--- src/rtl/nvr_fetch_ctrl_if.sv ---
// nvr_fetch_ctrl_if: bundles the Controller-side fetch handshake and the
// NVR_TOP macro pins driven or observed by nvr_fetch_ctrl.
// The "slave" modport is the fetch controller itself; the "master" modport
// is the surrounding environment (Controller plus NVR macro).
interface nvr_fetch_ctrl_if #(
  parameter int ADDR_W = 7
);
  // Controller side
  logic [31:0]       pc_addr;
  logic              fetch_req;
  logic [31:0]       instr;
  logic              instr_valid;
  logic              stall;
  logic              err;
  // NVR_TOP side
  logic [ADDR_W-1:0] nvr_a;
  logic              nvr_ce;
  logic              nvr_por;
  logic              nvr_rdy;
  logic [31:0]       nvr_dout;

  modport master (
    output pc_addr,
    output fetch_req,
    output nvr_rdy,
    output nvr_dout,
    input  instr,
    input  instr_valid,
    input  stall,
    input  err,
    input  nvr_a,
    input  nvr_ce,
    input  nvr_por
  );

  modport slave (
    input  pc_addr,
    input  fetch_req,
    input  nvr_rdy,
    input  nvr_dout,
    output instr,
    output instr_valid,
    output stall,
    output err,
    output nvr_a,
    output nvr_ce,
    output nvr_por
  );
endinterface

--- src/rtl/nvr_fetch_ctrl.sv ---
// nvr_fetch_ctrl: instruction fetch sequencer for the NVR_TOP macro.
// After reset it runs a POR assert/settle sequence, then serves fetch
// requests with a CE strobe and waits for a synchronised rising edge on RDY
// before capturing DOUT. A RDY edge that never arrives parks the block in a
// sticky error state that only reset clears.
// Optional feature: define NVR_FETCH_BUF_EN to add a one-entry fetch buffer
// (tag, data, valid) that answers repeat fetches of the last captured word
// without touching the macro. Default build has no buffer logic.
module nvr_fetch_ctrl #(
  parameter int ADDR_W      = 7,
  parameter int POR_CYC     = 4,
  parameter int CE_CYC      = 2,
  parameter int TIMEOUT_CYC = 64
) (
  input  logic           clk,
  input  logic           reset,
  nvr_fetch_ctrl_if.slave bus
);

  typedef enum logic [2:0] {
    POR_ASSERT = 3'd0,
    POR_WAIT   = 3'd1,
    IDLE       = 3'd2,
    CE_HIGH    = 3'd3,
    WAIT_RDY   = 3'd4,
    ERROR      = 3'd5
  } state_t;

  // One shared phase counter serves POR, CE and timeout timing, so it is
  // sized for the longest of the three.
  localparam int CNT_M1  = (POR_CYC > CE_CYC) ? POR_CYC : CE_CYC;
  localparam int CNT_MAX = (CNT_M1 > TIMEOUT_CYC) ? CNT_M1 : TIMEOUT_CYC;
  localparam int CNT_W   = $clog2(CNT_MAX + 1);

  localparam logic [CNT_W-1:0] POR_LAST = CNT_W'(POR_CYC - 1);
  localparam logic [CNT_W-1:0] CE_LAST  = CNT_W'(CE_CYC - 1);
  localparam logic [CNT_W-1:0] TMO_LAST = CNT_W'(TIMEOUT_CYC - 1);
  localparam logic [CNT_W-1:0] CNT_ONE  = CNT_W'(1);

  state_t             state;
  state_t             state_nxt;
  logic [CNT_W-1:0]   cnt;
  logic [CNT_W-1:0]   cnt_nxt;

  logic               accept;
  logic               capture;
  logic               timeout;

  logic               rdy_p0;
  logic               rdy_p1;
  logic               rdy_p2;
  logic               rdy_rise;

  // Upper PC bits are outside the NVR word space and intentionally ignored.
  logic               unused_pc_bits;
  assign unused_pc_bits = ^bus.pc_addr[31:ADDR_W];

`ifdef NVR_FETCH_BUF_EN
  logic [ADDR_W-1:0]  buf_tag;
  logic [31:0]        buf_data;
  logic               buf_vld;
  logic               buf_match;
  logic               hit;

  assign buf_match = buf_vld && (buf_tag == bus.pc_addr[ADDR_W-1:0]);
`endif

  // ---- stage p0/p1: two-flop synchroniser for the asynchronous RDY ----
  // ---- stage p2: delayed copy used only for rising-edge detection ----
  // Synchronise RDY into clk and keep one extra flop for edge detection.
  always_ff @(posedge clk or negedge reset) begin
    if (!reset) begin
      rdy_p0 <= 1'b0;
      rdy_p1 <= 1'b0;
      rdy_p2 <= 1'b0;
    end else begin
      rdy_p0 <= bus.nvr_rdy;
      rdy_p1 <= rdy_p0;
      rdy_p2 <= rdy_p1;
    end
  end

  assign rdy_rise = rdy_p1 & ~rdy_p2;

  // State and phase-counter registers.
  always_ff @(posedge clk or negedge reset) begin
    if (!reset) begin
      state <= POR_ASSERT;
      cnt   <= '0;
    end else begin
      state <= state_nxt;
      cnt   <= cnt_nxt;
    end
  end

  // Next-state and phase-counter logic; RDY edges only matter in WAIT_RDY.
  always_comb begin
    state_nxt = state;
    cnt_nxt   = cnt;
    accept    = 1'b0;
    capture   = 1'b0;
    timeout   = 1'b0;
`ifdef NVR_FETCH_BUF_EN
    hit       = 1'b0;
`endif
    case (state)
      POR_ASSERT: begin
        if (cnt == POR_LAST) begin
          state_nxt = POR_WAIT;
          cnt_nxt   = '0;
        end else begin
          cnt_nxt = cnt + CNT_ONE;
        end
      end
      POR_WAIT: begin
        if (cnt == POR_LAST) begin
          state_nxt = IDLE;
          cnt_nxt   = '0;
        end else begin
          cnt_nxt = cnt + CNT_ONE;
        end
      end
      IDLE: begin
        if (bus.fetch_req) begin
          accept = 1'b1;
`ifdef NVR_FETCH_BUF_EN
          if (buf_match) begin
            hit = 1'b1;
          end else begin
            state_nxt = CE_HIGH;
            cnt_nxt   = '0;
          end
`else
          state_nxt = CE_HIGH;
          cnt_nxt   = '0;
`endif
        end
      end
      CE_HIGH: begin
        if (cnt == CE_LAST) begin
          state_nxt = WAIT_RDY;
          cnt_nxt   = '0;
        end else begin
          cnt_nxt = cnt + CNT_ONE;
        end
      end
      WAIT_RDY: begin
        // A late edge on the final allowed cycle still wins over timeout.
        if (rdy_rise) begin
          capture   = 1'b1;
          state_nxt = IDLE;
          cnt_nxt   = '0;
        end else if (cnt == TMO_LAST) begin
          timeout   = 1'b1;
          state_nxt = ERROR;
          cnt_nxt   = '0;
        end else begin
          cnt_nxt = cnt + CNT_ONE;
        end
      end
      ERROR: begin
        state_nxt = ERROR;
      end
      default: begin
        state_nxt = POR_ASSERT;
        cnt_nxt   = '0;
      end
    endcase
  end

  // Address latch, instruction capture, valid pulse and sticky error flag.
  always_ff @(posedge clk or negedge reset) begin
    if (!reset) begin
      bus.nvr_a       <= '0;
      bus.instr       <= '0;
      bus.instr_valid <= 1'b0;
      bus.err         <= 1'b0;
    end else begin
      bus.instr_valid <= 1'b0;
      if (accept) begin
        bus.nvr_a <= bus.pc_addr[ADDR_W-1:0];
      end
      if (capture) begin
        bus.instr       <= bus.nvr_dout;
        bus.instr_valid <= 1'b1;
      end
`ifdef NVR_FETCH_BUF_EN
      if (hit) begin
        bus.instr       <= buf_data;
        bus.instr_valid <= 1'b1;
      end
`endif
      if (timeout) begin
        bus.err <= 1'b1;
      end
    end
  end

`ifdef NVR_FETCH_BUF_EN
  // Buffer valid bit: cleared by reset, set by every capture from the macro.
  always_ff @(posedge clk or negedge reset) begin
    if (!reset) begin
      buf_vld <= 1'b0;
    end else if (capture) begin
      buf_vld <= 1'b1;
    end
  end

  // Buffer tag/data payload: refilled on every capture, no reset needed.
  always_ff @(posedge clk) begin
    if (capture) begin
      buf_tag  <= bus.nvr_a;
      buf_data <= bus.nvr_dout;
    end
  end
`endif

  // Macro strobes decode straight from state so reset drops CE at once.
  assign bus.nvr_por = (state == POR_ASSERT);
  assign bus.nvr_ce  = (state == CE_HIGH);

  // The Controller is held during POR and after a timeout regardless of
  // fetch_req; otherwise it stalls until the requested word is presented.
  assign bus.stall = (state == POR_ASSERT) || (state == POR_WAIT) ||
                     (state == ERROR) || (bus.fetch_req && !bus.instr_valid);

endmodule

--- src/flat_wrapper.sv ---
// flat-port wrapper written by rule: the top's interface ports become plain ports
module nvr_fetch_ctrl_flat 
#(
  parameter int ADDR_W      = 7,
  parameter int POR_CYC     = 4,
  parameter int CE_CYC      = 2,
  parameter int TIMEOUT_CYC = 64
)
  (clk, reset, bus_pc_addr, bus_fetch_req, bus_nvr_rdy, bus_nvr_dout, bus_instr, bus_instr_valid, bus_stall, bus_err, bus_nvr_a, bus_nvr_ce, bus_nvr_por);
  nvr_fetch_ctrl_if #(.ADDR_W(ADDR_W)) bus_i ();
  input  logic clk;
  input  logic reset;
  input wire logic [$bits(bus_i.pc_addr)-1:0] bus_pc_addr;
  input wire logic [$bits(bus_i.fetch_req)-1:0] bus_fetch_req;
  input wire logic [$bits(bus_i.nvr_rdy)-1:0] bus_nvr_rdy;
  input wire logic [$bits(bus_i.nvr_dout)-1:0] bus_nvr_dout;
  output wire logic [$bits(bus_i.instr)-1:0] bus_instr;
  output wire logic [$bits(bus_i.instr_valid)-1:0] bus_instr_valid;
  output wire logic [$bits(bus_i.stall)-1:0] bus_stall;
  output wire logic [$bits(bus_i.err)-1:0] bus_err;
  output wire logic [$bits(bus_i.nvr_a)-1:0] bus_nvr_a;
  output wire logic [$bits(bus_i.nvr_ce)-1:0] bus_nvr_ce;
  output wire logic [$bits(bus_i.nvr_por)-1:0] bus_nvr_por;
  assign bus_i.pc_addr = bus_pc_addr;
  assign bus_i.fetch_req = bus_fetch_req;
  assign bus_i.nvr_rdy = bus_nvr_rdy;
  assign bus_i.nvr_dout = bus_nvr_dout;
  assign bus_instr = bus_i.instr;
  assign bus_instr_valid = bus_i.instr_valid;
  assign bus_stall = bus_i.stall;
  assign bus_err = bus_i.err;
  assign bus_nvr_a = bus_i.nvr_a;
  assign bus_nvr_ce = bus_i.nvr_ce;
  assign bus_nvr_por = bus_i.nvr_por;
  nvr_fetch_ctrl #(.ADDR_W(ADDR_W), .POR_CYC(POR_CYC), .CE_CYC(CE_CYC), .TIMEOUT_CYC(TIMEOUT_CYC)) u_core (.clk(clk), .reset(reset), .bus(bus_i));
endmodule
--- config.mk ---
export PLATFORM = sky130hd
export DESIGN_NAME = nvr_fetch_ctrl_flat
export DESIGN_NICKNAME = d
export VERILOG_FILES = /design/src/rtl/nvr_fetch_ctrl_if.sv /design/src/rtl/nvr_fetch_ctrl.sv /design/src/flat_wrapper.sv
export SDC_FILE = /design/constraint.sdc
export NUM_CORES = 1
export LEC_CHECK = 0
export BUFFER_PORTS_ARGS = -buffer_cell sky130_fd_sc_hd__buf_2
export CAP_MARGIN = 20
export CORE_ASPECT_RATIO = 1.25
export CORE_MARGIN = 2
export CORE_UTILIZATION = 45
export CTS_CLUSTER_SIZE = 20
export DETAILED_ROUTE_END_ITERATION = 8
export PLACE_DENSITY = 0.79
export SETUP_SLACK_MARGIN = 0.3
export SYNTH_ARGS = -nofsm -noshare
export SYNTH_HDL_FRONTEND = slang
export SYNTH_SLANG_ARGS = --single-unit
--- constraint.sdc ---
create_clock -name clk -period 3.35 [get_ports clk]
set_input_delay 0.67 -clock clk [delete_from_list [all_inputs] [get_ports clk]]
set_output_delay 0.67 -clock clk [all_outputs]
set_load 0.05 [all_outputs]
==> reports/summary.json <==
{
  "cts_buffer_depth": {"value": 2},
  "syn2layout_area_growth": {"value": 27.76, "unit": "%"},
  "setup_viol": {"value": 0},
  "worstHoldPathType": {"value": "reg -> reg"},
  "clk-insertion-delay-late": {"value": 0.30, "unit": "ns"},
  "fin_nets": {"value": 330},
  "fin_crit_sh": {"value": 0.6565},
  "cp.depth": {"value": 6},
  "synth-seq-cells": {"value": 54},
  "power_per_cell_area": {"value": 1159, "unit": "mW/mm2"},
  "max_clock_freq": {"value": 0.4547, "unit": "GHz"},
  "critPathKind": {"value": "reg -> reg"},
  "synth_seq_area_share": {"value": 0.5960},
  "syn-cell-area": {"value": 0.002267, "unit": "mm2"},
  "timing.critical_path.from_type": {"value": "flip-flop"},
  "drc_errors": {"value": 0},
  "crit_path_cell_trace": {"value": "ha_1 > nand3_1 > or3_1 > a211oi_4 > nor3_1 > a211o_1"},
  "first_pass_grt_wire_length": {"value": 7.583, "unit": "mm"},
  "timing.max_cap.violations": {"value": 0},
  "num_antenna_cells": {"value": 0},
  "crit_path_max_incr_delay": {"value": 0.45, "unit": "ns"},
  "tightestPinTransition": {"value": 0.7055, "unit": "ns"},
  "path_buf_inv": {"value": 0},
  "final_layout_size_suffix_gt1_frac": {"value": 0.5462},
  "timing_max_transition_violations_final": {"value": 0},
  "detail-route-antenna-nets": {"value": 0},
  "port_buffer_cells": {"value": 86},
  "cts_repair_resize_count": {"value": 0},
  "core-area": {"value": 0.004800, "unit": "mm2"},
  "synth_cells": {"value": 170},
  "worst-path-max-fanout": {"value": 10},
  "die_outline_area": {"value": 0.005626, "unit": "mm2"},
  "drtPass1Iterations": {"value": 4},
  "antenna_violations_before_repair": {"value": 0},
  "gpl.final_weighted_congestion": {"value": 0.8727},
  "dieHeight": {"value": 83.36, "unit": "um"},
  "grt_setup_unrepaired": {"value": "false"},
  "cts.htree.levels": {"value": 2},
  "detail_route.wl_per_cell": {"value": 13.61, "unit": "um"},
  "wirelength": {"value": 4.356, "unit": "mm"},
  "floorplan.initialDensity": {"value": 0.4724},
  "power.share.clock": {"value": 0.129},
  "post_synth.cell_area_avg": {"value": 13.34, "unit": "um2"},
  "post_cts.repair.setup_buffers": {"value": 0},
  "ioPinCount": {"value": 112},
  "ff2ff_path_depth": {"value": 6},
  "wl_met2": {"value": 2.211, "unit": "mm"},
  "worst_relative_slew_slack": {"value": 0.5285},
  "switching_share": {"value": 0.4940},
  "met3WireLength": {"value": 332, "unit": "um"},
  "run_status": {"value": "finished, final reports clean"},
  "critical_path.top_delay_family": {"value": "compound AO/OA/AOI/OAI gates"},
  "clkTransAtPathRegs": {"value": 0.09, "unit": "ns"},
  "overflow": {"value": 0},
  "groute.usage.overall": {"value": 0.1749},
  "hold_violations": {"value": 0},
  "total_leakage_power": {"value": 0.001436, "unit": "uW"},
  "worst_path_max_delay_cell": {"value": "or3_1"},
  "tritoncts_clock_tree": {"value": "yes"},
  "clock-root-buffer": {"value": "clkbuf_8"},
  "netlist-cell-type-count": {"value": 35},
  "fp.dieW": {"value": 67.49, "unit": "um"},
  "detailedRoute.firstIterationViolations": {"value": 43},
  "grt_pass1_vias": {"value": 1844},
  "worstPathRequired": {"value": 3.54, "unit": "ns"},
  "setup-tns-final": {"value": 0, "unit": "ns"},
  "detail_route.wirelength.met1": {"value": 1.776, "unit": "mm"},
  "num_rows": {"value": 28},
  "internal_power": {"value": 1699, "unit": "uW"},
  "layout_commonest_cell": {"value": "buf_2"},
  "worst_hold_path.num_cells": {"value": 0},
  "finalClockSkew": {"value": 0.004239, "unit": "ns"},
  "yosysTopAreaCellShare": {"value": 0.5960},
  "period_minus_slack": {"value": 2.199, "unit": "ns"},
  "fillCellCount": {"value": 375},
  "clock-sinks": {"value": 54},
  "top_layer": {"value": "met4"},
  "ctsHoldBuffers": {"value": 0},
  "ys_warn_count": {"value": 0},
  "place_hpwl": {"value": 3.362, "unit": "mm"},
  "mostFrequentLayoutCells": {"value": "buf_2, dfrtp_1, mux2_2"},
  "place_worst_setup_slack": {"value": 1.147, "unit": "ns"},
  "crit_arrival": {"value": 2.39, "unit": "ns"},
  "synth.net_count": {"value": 240},
  "synth_largest_area_cell": {"value": "dfrtp_1"},
  "power_frac_seq": {"value": 0.329},
  "max-vdd-ir-drop": {"value": 827.9, "unit": "uV"},
  "setup_slack": {"value": 1.151, "unit": "ns"},
  "yosys-top-cells-area": {"value": "dfrtp_1, mux2_2, o21ai_0"},
  "cts_inserted_buffers": {"value": 5},
  "grt_max_degree": {"value": 33},
  "route.vias.total": {"value": 1629},
  "power.switching": {"value": 1659, "unit": "uW"},
  "power_frac_comb": {"value": 0.542},
  "worst_setup_path_end_kind": {"value": "flip-flop"},
  "drt-vias-per-instance": {"value": 5.091},
  "whs": {"value": 0.3511, "unit": "ns"}
}
registers in the layout (all words and copies together) (netlist names):
register and count:
u_core.bus.instr 32, u_core.bus.nvr_a 7, u_core.cnt 7, u_core.state 3
u_core.bus.err 1, u_core.bus.instr_valid 1, u_core.rdy_p0 1, u_core.rdy_p1 1
u_core.rdy_p2 1
final cells by class:
type                            instances  area (um2)  share of cell area
Sequential cell                        54        1351              0.4665
Multi-Input combinational cell        104       869.6              0.3002
Timing Repair Buffer                   89       465.4              0.1607
Clock buffer                            6       82.58             0.02851
Tap cell                               60       75.07             0.02592
Clock inverter                          1       30.03             0.01037
Inverter                                6       22.52            0.007775
routing by layer:
metal	track usage	up-vias
li1	-	780
met1	0.1998	784
met2	0.2959	61
met3	0.05691	4
met4	0.06494	0
met5	0	-
logic make-up after synthesis:
kind of cell / after synthesis / share of synthesized area
AOI/OAI and AO/OA: 25 / 0.08223
xor gates and xnor gates: 1 / 0.003864
adders and majority gates: 2 / 0.01104
buffers and inverters: 12 / 0.02042
DFF: 54 / 0.5960
muxes: 40 / 0.1981
and+or+nand+nor: 36 / 0.08830
stage by stage:
stage | std cells | utilization | total power [uW] | instance area (um2)
5_1_grt | 320 | 0.6035 | 3544 | 2897
3_3_place_gp | 313 | 0.5800 | 2904 | 2784
4_1_cts | 320 | 0.6035 | 3391 | 2897
2_1_floorplan | 170 | - | 2528 | 2267
6_report | 320 | 0.6035 | 3358 | 2897
3_5_place_dp | 313 | 0.5800 | 2951 | 2784
final timing paths:
check,endpoint,slack [ns],from
worst max-delay path,u_core.cnt[5]$_DFFE_PN0P_,1.15,u_core.cnt[0]$_DFFE_PN0P_
worst min-delay path,u_core.rdy_p1$_DFF_PN0_,0.35,u_core.rdy_p0$_DFF_PN0_
worst max register to register,u_core.cnt[5]$_DFFE_PN0P_,1.15,u_core.cnt[0]$_DFFE_PN0P_
worst min register to register,u_core.rdy_p1$_DFF_PN0_,0.35,u_core.rdy_p0$_DFF_PN0_
max in group asynchronous,u_core.bus.instr[26]$_DFFE_PN0P_,2.29,reset
min in group asynchronous,u_core.bus.nvr_a[2]$_DFFE_PN0P_,0.41,reset
synth_stat cells:
library cell,instances
inv_1,6
or3b_2,1
o221a_4,1
nand2_1,8
a211o_1,2
xnor2_1,1
nand3_1,3
nor2_1,5
a21o_1,2
ha_1,2
mux2i_1,1
o31ai_1,1
nand3b_1,1
clkbuf_1,5
a32o_1,1
a21oi_1,4
and2_1,1
buf_2,1
o32ai_1,1
mux2_2,39
nor2b_1,4
or2_2,1
o21ai_0,9
nor4b_1,1
or3_1,2
o22ai_1,1
nor4_1,2
or4_4,1
a211oi_4,1
and3_2,1
nor3b_1,2
o21a_1,1
nor3_1,3
dfrtp_1,54
a21o_2,1
power groups by stage:
stage	logic, uW	clock network, uW	registers (uW)
6_report	1820	434	1100
5_1_grt	1920	476	1150
4_1_cts	1840	449	1110
3_5_place_dp	1830	0	1120
3_3_place_gp	1800	0	1100
2_1_floorplan	589	0	1940
(Power assumes the default switching activity.)
